===== config.mk =====
export PLATFORM = sky130hd
export DESIGN_NAME = brush_settings_ctrl
export DESIGN_NICKNAME = d
export VERILOG_FILES = /design/src/rtl/brush_settings_ctrl.sv
export SDC_FILE = /design/constraint.sdc
export NUM_CORES = 1
export LEC_CHECK = 0
export CAP_MARGIN = 20
export CORE_ASPECT_RATIO = 0.6
export CORE_MARGIN = 3
export CORE_UTILIZATION = 51
export CTS_CLUSTER_SIZE = 40
export DETAILED_ROUTE_END_ITERATION = 12
export GPL_TIMING_DRIVEN = 0
export HOLD_SLACK_MARGIN = 0.12
export PLACE_DENSITY = 0.72
export SETUP_SLACK_MARGIN = 0.3
export SLEW_MARGIN = 20
export SYNTH_ARGS = -nofsm -noshare
export SYNTH_HDL_FRONTEND = slang
export SYNTH_SLANG_ARGS = --single-unit

===== constraint.sdc =====
create_clock -name clk -period 2.61 [get_ports clk]
set_input_delay 0.522 -clock clk [delete_from_list [all_inputs] [get_ports clk]]
set_output_delay 0.522 -clock clk [all_outputs]
set_load 0.05 [all_outputs]

===== src/rtl/brush_settings_ctrl.sv =====
// Brush size/symmetry settings from raw buttons: synchronise, debounce, size auto-repeat on hold.
// Raw press to output register is DEBOUNCE_CYCLES+3 clocks; no backpressure, outputs are plain registers.
module brush_settings_ctrl #(
    parameter int SIZE_W          = 3,
    parameter int SIZE_MAX        = 7,
    parameter int SIZE_RESET      = 0,
    parameter int SYM_MODES       = 4,
    parameter int DEBOUNCE_CYCLES = 4,
    parameter int REPEAT_DELAY    = 16,
    parameter int REPEAT_RATE     = 4
) (
    input  logic              clk,
    input  logic              rst,
    input  logic              btn_size_up,
    input  logic              btn_size_down,
    input  logic              btn_symmetry,
    output logic [SIZE_W-1:0] brush_size,
    output logic [1:0]        symmetry_mode,
    output logic              at_min,
    output logic              at_max,
    output logic              settings_changed
);
    localparam int NB   = 3;
    localparam int UP   = 0;
    localparam int DN   = 1;
    localparam int SYM  = 2;
    localparam int DW   = (DEBOUNCE_CYCLES > 1) ? $clog2(DEBOUNCE_CYCLES) : 1;
    localparam int RMAX = (REPEAT_DELAY > REPEAT_RATE) ? REPEAT_DELAY : REPEAT_RATE;
    localparam int RW   = $clog2(RMAX + 1);

    logic [NB-1:0] raw, sync1, sync2, stable, stable_q, lock, press;
    logic [DW-1:0] deb_cnt [NB];
    logic [1:0]    prime;

    logic [RW-1:0] rep_cnt;
    logic          rep_run, rep_up, rep_ok, rep_fire;
    logic          hold_up, hold_dn, up_hit, dn_hit, step_up, step_dn;
    logic [SIZE_W-1:0] size_nxt;
    logic [1:0]        mode_nxt;

    assign raw = {btn_symmetry, btn_size_down, btn_size_up};

    // lock blocks a press from a button still held through reset; it clears on the first
    // real synchronised low sample (prime marks when sync2 holds a post-reset sample)
    always_ff @(posedge clk) begin
        if (rst) begin
            sync1    <= '0;
            sync2    <= '0;
            stable   <= '0;
            stable_q <= '0;
            lock     <= '1;
            press    <= '0;
            prime    <= '0;
            for (int i = 0; i < NB; i++) deb_cnt[i] <= '0;
        end else begin
            sync1    <= raw;
            sync2    <= sync1;
            stable_q <= stable;
            prime    <= {prime[0], 1'b1};
            press    <= stable & ~stable_q & ~lock;
            for (int i = 0; i < NB; i++) begin
                if (prime[1] && !sync2[i])
                    lock[i] <= 1'b0;
                if (sync2[i] == stable[i]) begin
                    deb_cnt[i] <= '0;
                end else if (deb_cnt[i] == DW'(DEBOUNCE_CYCLES - 1)) begin
                    stable[i]  <= sync2[i];
                    deb_cnt[i] <= '0;
                end else begin
                    deb_cnt[i] <= deb_cnt[i] + 1'b1;
                end
            end
        end
    end

    assign hold_up = stable[UP] & ~stable[DN];
    assign hold_dn = stable[DN] & ~stable[UP];
    assign up_hit  = press[UP] & ~press[DN] & ~stable[DN];
    assign dn_hit  = press[DN] & ~press[UP] & ~stable[UP];
    assign rep_ok  = rep_up ? hold_up : hold_dn;

    // rep_cnt counts clocks since the last step; zero means repeat is disarmed
    assign rep_fire = (REPEAT_DELAY != 0) && (rep_cnt != '0) && rep_ok &&
                      (rep_run ? (rep_cnt == RW'(REPEAT_RATE)) : (rep_cnt == RW'(REPEAT_DELAY)));
    assign step_up  = up_hit | (rep_fire & rep_up);
    assign step_dn  = dn_hit | (rep_fire & ~rep_up);

    always_ff @(posedge clk) begin
        if (rst) begin
            rep_cnt <= '0;
            rep_run <= 1'b0;
            rep_up  <= 1'b0;
        end else if (up_hit || dn_hit) begin
            rep_cnt <= ((REPEAT_DELAY != 0) && (up_hit ? hold_up : hold_dn)) ? RW'(1) : '0;
            rep_run <= 1'b0;
            rep_up  <= up_hit;
        end else if (!rep_ok) begin
            rep_cnt <= '0;
            rep_run <= 1'b0;
        end else if (rep_fire) begin
            rep_cnt <= RW'(1);
            rep_run <= 1'b1;
        end else if (rep_cnt != '0) begin
            rep_cnt <= rep_cnt + 1'b1;
        end
    end

    always_comb begin
        size_nxt = brush_size;
        mode_nxt = symmetry_mode;
        if (step_up && !step_dn) begin
            if (brush_size != SIZE_W'(SIZE_MAX))
                size_nxt = brush_size + 1'b1;
        end else if (step_dn && !step_up) begin
            if (brush_size != '0)
                size_nxt = brush_size - 1'b1;
        end
        if (press[SYM])
            mode_nxt = (symmetry_mode == 2'(SYM_MODES - 1)) ? 2'd0 : symmetry_mode + 2'd1;
    end

    always_ff @(posedge clk) begin
        if (rst) begin
            brush_size       <= SIZE_W'(SIZE_RESET);
            symmetry_mode    <= 2'd0;
            settings_changed <= 1'b0;
        end else begin
            brush_size       <= size_nxt;
            symmetry_mode    <= mode_nxt;
            settings_changed <= (size_nxt != brush_size) || (mode_nxt != symmetry_mode);
        end
    end

    assign at_min = (brush_size == '0);
    assign at_max = (brush_size == SIZE_W'(SIZE_MAX));
endmodule


==> metrics.txt, run 1 <==
part of the cycle the worst path needs=0.840; GRT Overall Usage=0.176; routed len/inst=~13 um; post-synthesis async set-or-reset flop share=0; Worst setup SP type=flop; crit path capture type=output pin; Unique masters post-synth=40; largest net degree at the start of global routing=13; Antenna Cells=0; initial antenna violation count=0; postcts setup bufs=0; Post-DRT Antenna Nets=0; maximum vdd ir drop=about 0.36 mV; Starting Density=0.566; status=complete, no violations; ys flop type=dfxtp_1; htree depth=2; Boundary Pins=13; GRT met3 Usage=0.0528; Die H=50.8 um; Cell Count, Final, Fillers Out=roughly 240; CTS Buffer Depth=2; fmax=456 MHz; post_cts resized=2; pre-CTS WS=approximately 450 ps; Synth area leaders=dfxtp_1 (39%), edfxtp_1 (11%), ha_1 (6.6%); placed wire-length estimate=between 2000 and 2500 um; Core Area=around 0.0030 mm2; GRT overflow=0; Seq/Total Area, Yosys=0.492; Layout area overhead=18.1%; first-pass GRT wire length=between 5000 and 6000 um; root buf cell=clkbuf_8; Worst slew margin=0.635; Net count, final=214; met1 Use GR=0.226; CP max FO=4; Final Hold Vio Count=0; CTS sink cnt=39; HP Class=reg2reg; Inst Count DP=approximately 240; Setup TNS=0 ps; EDFF count, synth=6; Arr. time, crit path=about 1700 ps; WP data required=about 2100 ps; warnings from Yosys=0; Fin Clk Skew=around 1.4 ps; GPL Wtd Cong=around 0.81; drt first pass iters=4; DRC=0; number of I/O port buffers=12; max_cap viols=0; site row count=15; final core utilization=0.668; cts bufs inserted=5; Leak=0.000785 uW; commonest non-fill, non-tap cell in the layout=dfxtp_1; syn_area_per_cell=around 9.7 um2; clock slew at reported path FFs=70 ps; die area=slightly above 0.004 mm2; Skew-Pair Late Insertion Delay=280 ps; WS Path Type=reg2out; Post-Route WL=3130 um; busiest grt layer=met2; final slew viol count=0; share of the synthesized area in the top cell type=0.387; GR Layer Usage met2=0.286; Final setup viols=0; final worst slack=approximately 420 ps; Yosys reg bits=39; cell taking the most area after synthesis=dfxtp_1; hold buffer count at CTS=0; Cell Pwr Density=about 590 mW/mm2; CTS tree=built; unrepaired setup endpoints after global routing=no; worst slew pin tran=548 ps; vias in the first global route=about 1300; most frequent cells in the layout=dfxtp_1 (33), nor2_1 (23), inv_1 (12), nor2b_1 (12), nand2_1 (11); Vias/cell=about 5.2; die width=between 80 and 90 um; gate count of the mapped netlist=176; first-iteration detailed-routing DRC count=between 100 and 150; Tmin final=~2200 ps; Vias=between 1000 and 1500; Synth Cell Area=between 0.0015 and 0.002 mm2; share of cells above drive strength 1=0.0896
[registers in the layout (all words and copies together) (netlist names)]
| register | count |
|---|---|
| deb_cnt | 6 |
| rep_cnt | 5 |
| brush_size | 3 |
| lock | 3 |
| press | 3 |
| stable | 3 |
| stable_q | 3 |
| sync1 | 3 |
| sync2 | 3 |
| prime | 2 |
| symmetry_mode | 2 |
| rep_run | 1 |
| rep_up | 1 |
| settings_changed | 1 |
[area by class of cell]
type | count | area, um2
Timing Repair Buffer | 12 | 118
Inverter | 12 | 45.0
Multi-Input combinational cell | 126 | 827
Buffer | 4 | 17.5
Fill cell | 232 | 1000
Sequential cell | 39 | 841
Tap cell | 42 | 52.6
Clock buffer | 6 | 82.6
Clock inverter | 2 | 35.0
[critical path, cell delays in order, from the launching register on]
cell,delay (ps)
dfxtp_1,340
inv_1,110
ha_1,180
nor2b_2,210
dlygate4sd2_1,550
[synth_stat cells, types with 2 or more instances]
library cell / count
a21oi_1: 6
clkbuf_1: 2
nor2b_1: 13
dfxtp_1: 33
nand2_1: 11
edfxtp_1: 6
xnor2_1: 4
nor3b_1: 2
nor2_1: 23
xor2_1: 3
o21ai_0: 6
ha_1: 9
inv_1: 12
buf_2: 2
or3_1: 3
nand2b_1: 5
nor3_1: 3
mux2i_1: 6
nand3_1: 6
[worst paths after layout]
path / from / to / slack (ps) / depth (start not counted)
setup / recovery: brush_size[0]$_SDFF_PP0_ / at_min / 420 / 4
hold / removal: stable_q[2]$_SDFF_PP0_ / press[2]$_SDFF_PP0_ / 390 / 1
setup reg to reg: rep_cnt[4]$_SDFFE_PP0P_ / brush_size[1]$_SDFF_PP0_ / 830 / 5
hold reg to reg: stable_q[2]$_SDFF_PP0_ / press[2]$_SDFF_PP0_ / 390 / 1
[cells by family after synthesis]
group | share of synthesized area
AOI/OAI and AO/OA | 0.105
DFF | 0.492
and+or+nand+nor | 0.212
muxes | 0.0505
adders and majority gates | 0.0659
buffers and inverters | 0.0366
other | 0.00219
xor gates and xnor gates | 0.0359
[power by group]
part / switching [uW] / total (uW) / internal [uW]
registers: 6.49 / 630 / 624
logic: 22.6 / 40.4 / 17.8
clock network: 204 / 513 / 309
total: 233 / 1180 / 951
[per-layer routing]
metal	routed length [um]	share of wire
met3	138	0.044
met4	8	0.0026
met5	0	0
met1	1580	0.50
met2	1410	0.45
[metrics by stage]
step / area [um2] / total power [uW] / hold slack (ps)
global placement: 1900 / 682 / 375
CTS: 2020 / 1190 / 396
floorplan: 1730 / 668 / 368
detailed placement: 1900 / 685 / 384
finish: 2020 / 1180 / 392
global route: 2020 / 1230 / 411
No activity file was read; power rests on OpenSTA's default activity.
==> run 2, diff against run 1 <==
Settings changed: PLACE_DENSITY 0.72 to 0.75.
Clock period 2.61 ns to 1.92 ns, I/O delays scaled along.
==> metrics.txt, run 2 (synthesized netlist as in run 1, its figures left out) <==
status=complete, no violations; drt first pass iters=4; Vias/cell=roughly 5.1; Antenna Cells=0; crit path capture type=flop; Layout area overhead=25.1%; Vias=1281; Final Hold Vio Count=0; GPL Wtd Cong=about 0.77; Setup TNS=0 ps; WP data required=approximately 2100 ps; Final setup viols=0; busiest grt layer=met2; CP max FO=5; hold buffer count at CTS=0; # fillers=228; DRC=0; Switching Share=0.222; Leak=0.000862 uW; Seq. cell area=roughly 860 um2; htree depth=2; part of the cycle the worst path needs=0.863; first-iteration detailed-routing DRC count=59; initial antenna violation count=0; maximum vdd ir drop=roughly 0.47 mV; routed len/inst=~13 um; clock power share=0.367; Post-DRT Antenna Nets=0; Arr. time, crit path=roughly 1800 ps; Starting Density=0.566; Worst setup SP type=flop; HP Class=reg2reg; hold path start=stable_q[1]$_SDFF_PP0_; Fin Clk Skew=3.18 ps; vias in the first global route=approximately 1300; Worst slew margin=0.665; unrepaired setup endpoints after global routing=yes; Pwr Total=~1400 uW; Worst R2R Start=rep_cnt[2]$_SDFFE_PP0P_; RR Endpoint=brush_size[1]$_SDFF_PP0_; Combinational Power Share=0.039; Largest regs=deb_cnt (6), rep_cnt (5); placed wire-length estimate=between 2000 and 2500 um; die width=about 81 um; GRT met3 Usage=0.0546; Net count, final=about 220; worst slew pin tran=about 500 ps; site row count=15; max_cap viols=0; Core Area=0.00302 mm2; GRT Overall Usage=0.186; Seq pwr share=0.594; GR Layer Usage met2=0.276; switching power=around 320 uW; hold slack=between 300 and 400 ps; Tmin final=around 1700 ps; first-pass GRT wire length=roughly 5700 um; WS Path Type=reg2reg; clock slew at reported path FFs=around 70 ps; die area=about 0.004 mm2; CTS tree=built; root buf cell=clkbuf_8; multi-input logic area=910 um2; Reg2Reg Depth=5; max FFs per register=6; met1 Use GR=0.250; CTS Buffer Depth=2; largest net degree at the start of global routing=13; share of cells above drive strength 1=0.249; cts bufs inserted=5; Worst Hold Path Cells=1; Cell Pwr Density=~670 mW/mm2; Post-Route WL=~3400 um; most frequent cells in the layout=dfxtp_1 (26), nor2_1 (23), nor2b_1 (11), buf_4 (11); fmax=around 600 MHz; flop-to-flop setup slack=between 200 and 300 ps; Die H=between 50 and 60 um; CTS sink cnt=39; commonest non-fill, non-tap cell in the layout=dfxtp_1; Skew-Pair Late Insertion Delay=290 ps; largest reg by FF count=deb_cnt; cell-internal power=about 1100 uW; GRT overflow=0; number of I/O port buffers=12; Boundary Pins=13; WHS Endpoint=press[1]$_SDFF_PP0_; final slew viol count=0
[run 2: changes by cell type in the layout (fill, tap and decap cells not counted), moves of 2 or more]
cell             change
a21oi_1              -2
a21oi_2              +2
buf_4               +11
clkbuf_2             +2
clkdlybuf4s50_1      -6
dfxtp_1              -7
dfxtp_2              +4
dfxtp_4              +3
inv_1                -2
inv_4                +2
nand2b_1             -2
[run 2: stage by stage]
step	cell area (um2)	utilization	std cells	setup slack [ps]
detailed placement	1940	0.642	235	3.73
CTS	2090	0.692	250	114
global route	2140	0.708	251	210
global placement	1940	0.642	235	26.2
floorplan	1770	-	181	187
finish	2140	0.708	251	262
[run 2: worst max path at each step]
stage	to	slack [ps]	cells after the start	startpoint
2_1_floorplan	brush_size[0]$_SDFF_PP0_	190	7	brush_size[1]$_SDFF_PP0_
3_3_place_gp	at_min	30	4	brush_size[1]$_SDFF_PP0_
3_5_place_dp	at_min	4	4	brush_size[1]$_SDFF_PP0_
4_1_cts	at_min	110	4	brush_size[1]$_SDFF_PP0_
5_1_grt	brush_size[1]$_SDFF_PP0_	210	5	rep_cnt[2]$_SDFFE_PP0P_
6_report	brush_size[1]$_SDFF_PP0_	260	5	rep_cnt[2]$_SDFFE_PP0P_
[run 2: power by group through the flow]
stage | logic [uW] | clock network, uW | registers (uW)
floorplan | 35.0 | 0 | 871
global placement | 52.3 | 0 | 872
detailed placement | 54.3 | 0 | 873
CTS | 55.4 | 545 | 852
global route | 64.7 | 575 | 854
finish | 56.5 | 527 | 852
[run 2: timing repair]
action,in CTS,in global routing
hold endpoints to repair,0,0
pin swaps,4,2
resized for setup,23,19
buffers inserted,8,1
setup endpoints to repair,12,11
[run 2: layout make-up]
| type | instances | area share |
|---|---|---|
| inverter | 12 | 0.0234 |
| clock inverter | 2 | 0.00644 |
| timing repair buffer | 21 | 0.0790 |
| multi-input combinational | 126 | 0.425 |
| clock buffer | 5 | 0.0322 |
| tap | 42 | 0.0246 |
| buffer | 4 | 0.00819 |
| sequential | 39 | 0.401 |
[run 2: critical path: stages, from the launching register on]
cell and delay [ps]:
dfxtp_4 340, or3b_4 400, a21o_4 240, o22ai_4 160, a211oi_2 100, o31a_1 300
[run 2: metal layers]
layer / wire [um] / vias up / share of wire
met3: 142 / 6 / 0.042
met5: 0 / - / 0
met2: 1450 / 24 / 0.43
met1: 1720 / 595 / 0.51
met4: 44 / 0 / 0.013
li1: - / 656 / -
==> run 3, diff against run 2 <==
Settings changed: SKIP_LAST_GASP set to 1.
==> results of run 3 <==
The final DEF is identical to that of run 2; final timing and power are the same.
